**config.mk**
```make
export PLATFORM = sky130hd
export DESIGN_NAME = counter_mod_n
export DESIGN_NICKNAME = d
export VERILOG_FILES = /design/src/rtl/counter_mod_n.sv
export SDC_FILE = /design/constraint.sdc
export NUM_CORES = 1
export LEC_CHECK = 0
export CORE_MARGIN = 3
export CORE_UTILIZATION = 35
export DETAILED_ROUTE_END_ITERATION = 7
export PLACE_DENSITY = 0.66
export SYNTH_ARGS = -nofsm -noshare
export SYNTH_HDL_FRONTEND = slang
export SYNTH_SLANG_ARGS = --single-unit
```
**constraint.sdc**
```tcl
create_clock -name clock -period 2.55 [get_ports clock]
set_input_delay 0.765 -clock clock [delete_from_list [all_inputs] [get_ports clock]]
set_output_delay 0.765 -clock clock [all_outputs]
set_load 0.1 [all_outputs]
```
**src/rtl/counter_mod_n.sv**
```systemverilog
// Modulo-N up/down counter with prescaler, parallel load, terminal-count pulse and HEX digits.
// Define COUNTER_SATURATE_EN to clamp at 0/MAX instead of wrapping.
module counter_mod_n #(
    parameter int WIDTH = 8,
    parameter int MAX   = 255,
    parameter int DIV   = 1,
    localparam int DIGITS = (WIDTH + 3) / 4
) (
    input  logic                  clock,
    input  logic                  reset,
    input  logic                  enable,
    input  logic                  up,
    input  logic                  load,
    input  logic [WIDTH-1:0]      load_value,
    output logic [WIDTH-1:0]      count,
    output logic                  tc,
    output logic [7*DIGITS-1:0]   HEX
);

    localparam int               DIV_W    = (DIV > 1) ? $clog2(DIV) : 1;
    localparam logic [DIV_W-1:0] DIV_LAST = DIV_W'(DIV - 1);
    localparam logic [DIV_W-1:0] DIV_ONE  = DIV_W'(1);
    localparam logic [WIDTH-1:0] MAX_V    = WIDTH'(MAX);
    localparam logic [WIDTH-1:0] ONE      = WIDTH'(1);

    logic [DIV_W-1:0]    div_cnt;
    logic [WIDTH-1:0]    step_count;
    logic                step_tc;
    logic [WIDTH-1:0]    load_clamped;
    logic [4*DIGITS-1:0] count_pad;

    // Active-low segments, bit 0 = segment a ... bit 6 = segment g.
    function automatic logic [6:0] hex7(input logic [3:0] d);
        logic [6:0] seg;
        case (d)
            4'h0: seg = 7'h40;
            4'h1: seg = 7'h79;
            4'h2: seg = 7'h24;
            4'h3: seg = 7'h30;
            4'h4: seg = 7'h19;
            4'h5: seg = 7'h12;
            4'h6: seg = 7'h02;
            4'h7: seg = 7'h78;
            4'h8: seg = 7'h00;
            4'h9: seg = 7'h10;
            4'hA: seg = 7'h08;
            4'hB: seg = 7'h03;
            4'hC: seg = 7'h46;
            4'hD: seg = 7'h21;
            4'hE: seg = 7'h06;
            default: seg = 7'h0E;
        endcase
        return seg;
    endfunction

    assign load_clamped = (load_value > MAX_V) ? MAX_V : load_value;

    // Next count and tc for a prescaler step; an out-of-range count recovers to 0.
    always_comb begin
        step_count = count;
        step_tc    = 1'b0;
        if (count > MAX_V) begin
            step_count = '0;
        end else if (up) begin
`ifdef COUNTER_SATURATE_EN
            if (count != MAX_V) begin
                step_count = count + ONE;
                step_tc    = (count == MAX_V - ONE);
            end
`else
            if (count == MAX_V) begin
                step_count = '0;
                step_tc    = 1'b1;
            end else begin
                step_count = count + ONE;
            end
`endif
        end else begin
`ifdef COUNTER_SATURATE_EN
            if (count != '0) begin
                step_count = count - ONE;
                step_tc    = (count == ONE);
            end
`else
            if (count == '0) begin
                step_count = MAX_V;
                step_tc    = 1'b1;
            end else begin
                step_count = count - ONE;
            end
`endif
        end
    end

    always_ff @(posedge clock or posedge reset) begin
        if (reset) begin
            count   <= '0;
            div_cnt <= '0;
            tc      <= 1'b0;
        end else if (load) begin
            count   <= load_clamped;
            div_cnt <= '0;
            tc      <= 1'b0;
        end else if (enable) begin
            if (div_cnt == DIV_LAST) begin
                div_cnt <= '0;
                count   <= step_count;
                tc      <= step_tc;
            end else begin
                div_cnt <= div_cnt + DIV_ONE;
                tc      <= 1'b0;
            end
        end else begin
            tc <= 1'b0;
        end
    end

    // Top digit sees zero-extended bits when WIDTH is not a multiple of 4.
    assign count_pad = (4*DIGITS)'(count);

    for (genvar i = 0; i < DIGITS; i++) begin : g_digit
        assign HEX[7*i +: 7] = hex7(count_pad[4*i +: 4]);
    end

endmodule

```
==> flow_summary.json <==
{
  "worstSkewPairLatency_ns": 0.27,
  "synth.yosys.warnings": 0,
  "holdWs_ns": 0.7518,
  "crit_chain": "inv_8 > ha_4 > inv_2 > mux4_2 > buf_12",
  "placed_cell_area_sq_um": 2022,
  "drive_gt1_share_pct": 42.59,
  "cellLeakagePower_nw": 0.8562,
  "cts_tree": "yes",
  "slowest_delay_ns": 0.50,
  "setup_slack_ns": -0.01928,
  "num_rows": 21,
  "switching_share_pct": 56.70,
  "ant_nets": 0,
  "combPwrFrac_pct": 76.5,
  "avgRoutedWirePerCell_um": 15.55,
  "drc_errors": 0,
  "drv_slew": 0,
  "die_x_um": 66.21,
  "critPathBufInv": 3,
  "overflow": 0,
  "vias": 1461,
  "seq_power_share_pct": 15.7,
  "cts.sinks": 9,
  "synth_xor_area_share_pct": 3.452,
  "clockRootBuffer": "clkbuf_4",
  "synth_cell_types": 45,
  "yosysSeqAreaShare_pct": 17.75,
  "synthSimpleGateAreaFrac_pct": 23.37,
  "syn_area_sq_um": 1269,
  "worstSetupStartpoint": "count[0]",
  "synth_adder_area_share_pct": 11.83,
  "pwr-share-clk_pct": 7.8,
  "ioPinCount": 36,
  "grt_use_total_pct": 19.76,
  "rsz0062_at_grt": "yes",
  "drtIter0Drc": 77,
  "first_global_vias": 1500,
  "utilization_pct": 64.98,
  "max_freq_mhz": 389.2,
  "syn_inst": 169,
  "synth_top_family_by_area": "compound AO/OA/AOI/OAI gates",
  "syn_nets": 194,
  "p_switching_mw": 0.8654,
  "dp.cells": 241,
  "violations": "negative setup slack",
  "r2r_start": "count[4]",
  "setup_violations": 1,
  "first_pass_iters": 4,
  "start_util_pct": 37.14,
  "antenna_found_initial": 0,
  "power.internal_mw": 0.6608,
  "fillers": 277,
  "cts_buffers": 3,
  "dieArea_sq_um": 4383,
  "grt_pass1_wl_mm": 6.837,
  "clock_skew_ns": 0.001279,
  "nets": 242,
  "cts_hold_buffers": 0,
  "max_slew.worst_pin.slew_ns": 0.4579,
  "crit_type": "flop to output port",
  "clkSlewWorstSetupHoldPaths_ns": 0.07,
  "synth.avg_cell_area_sq_um": 7.507,
  "gp_congestion": 0.8847,
  "grt_max_degree": 24,
  "synth_mux_area_share_pct": 7.396,
  "multiInputGateArea_sq_um": 1170,
  "min_path_type": "primary input to asynchronous set/reset pin",
  "worst-path-max-fanout": 7,
  "p_per_area_nw_per_um2": 687.6,
  "clockBufferDepth": 2,
  "synth_compound_area_share_pct": 27.22,
  "worstSetupEndpointType": "output port",
  "synth-main-ff-cell": "dfrtp_1",
  "via_per_inst": 5.576,
  "instances_no_fill": 262,
  "finalCriticalPeriod_ns": 2.569,
  "final_common_cell": "buf_4",
  "run_status": "complete, but fails checks",
  "required_ns": 1.79,
  "synth_enable_flop_cells": 0,
  "fin_area_sq_um": 2220,
  "die_h_um": 66.21,
  "arrival_ns": 1.80,
  "final_cell_mix": "buf_4 (31), nand2_1 (15), buf_12 (15)",
  "htreeDepth": 1,
  "syn_to_final_growth_pct": 74.95,
  "area.sequential_sq_um": 255.2,
  "max_slew_margin_pct": 69.40,
  "drt_wl_total_mm": 4.075,
  "coreArea_sq_um": 3416,
  "io_buffers": 35,
  "peakVddDrop_v": 0.0004435,
  "fin_crit_sh_pct": 100.8,
  "drv_cap": 0,
  "crit_family": "flip-flops",
  "start_kind": "flop",
  "synthArstFlopShare_pct": 100.0,
  "critPathSlowestCell": "dfrtp_4",
  "ys_ff_latch": 9,
  "hold_violations": 0,
  "dpl.hpwl_mm": 2.985,
  "n_antenna_cell": 0
}
## per-stage QoR
stage / TNS (ns) / setup WS (ns) / total power, mW
floorplan: -0.9916 / -0.1900 / 1.030
global placement: 0 / 0.2007 / 1.332
detailed placement: 0 / 0.1873 / 1.341
CTS: -0.02492 / -0.02492 / 1.497
global route: -0.2449 / -0.06597 / 1.595
finish: -0.01928 / -0.01928 / 1.526
## kinds of logic after synthesis
family	after synthesis
buffers and inverters	26
multiplexers	8
AO/OA/AOI/OAI	53
adder cells (fa/ha/maj)	12
XOR/XNOR	5
AND/OR/NAND/NOR	56
flip-flops	9
## cell type report
type	instances	area share (%)
inverter	11	2.593
timing repair buffer	58	29.42
sequential	9	11.50
tap	46	2.593
clock buffer	4	1.184
multi-input combinational	134	52.71
## Yosys cell counts (all sizes together), types with 4 or more instances
| library cell | n | area share, % |
|---|---|---|
| a21oi | 11 | 4.3 |
| buf | 7 | 3.3 |
| clkbuf | 8 | 2.5 |
| dfrtp | 9 | 18 |
| ha | 12 | 12 |
| inv | 11 | 3.3 |
| mux2i | 6 | 4.7 |
| nand2 | 16 | 4.7 |
| nand3 | 4 | 1.6 |
| nor2 | 11 | 3.3 |
| nor3 | 4 | 1.6 |
| o21ai | 16 | 6.3 |
| or3 | 4 | 2.0 |
| xnor2 | 5 | 3.5 |
## per-layer routing
metal | vias to the layer above | wire length (um) | share of wire [%] | global-route usage (%)
met5 | - | 0 | 0 | 0
met4 | 0 | 80 | 2.0 | 8.122
met3 | 11 | 220 | 5.4 | 3.061
met2 | 56 | 2032 | 50 | 35.19
met1 | 683 | 1741 | 43 | 23.23
li1 | 711 | - | - | -
## path summary, 6_finish.rpt
kind	endpoint	slack, ns	cells after the start
worst max register to register	count[6]	0.50	6
max in group asynchronous	count[4]	1.51	2
worst min-delay path	count[2]	0.75	2
worst max-delay path	HEX[3]	-0.02	5
min in group clock	count[5]	0.87	3
worst min register to register	count[5]	0.87	3
## power groups by stage
stage / registers (mW) / logic, mW / clock network [mW]
4_1_cts: 0.242 / 1.13 / 0.122
3_5_place_dp: 0.260 / 1.08 / 0
5_1_grt: 0.248 / 1.22 / 0.132
2_1_floorplan: 0.309 / 0.722 / 0
6_report: 0.240 / 1.17 / 0.119
3_3_place_gp: 0.257 / 1.07 / 0
## timing repair
item	4_1_cts	5_1_grt
gates resized for setup	5	5
hold endpoints to repair	0	0
endpoints found under the setup margin	7	10
buffers inserted	10	7
pin swaps	0	2
## state kept, by name, indices dropped and copies added (netlist names)
name	cells
count	8
tc	1
Note: power is estimated with default switching activity, not from simulation.
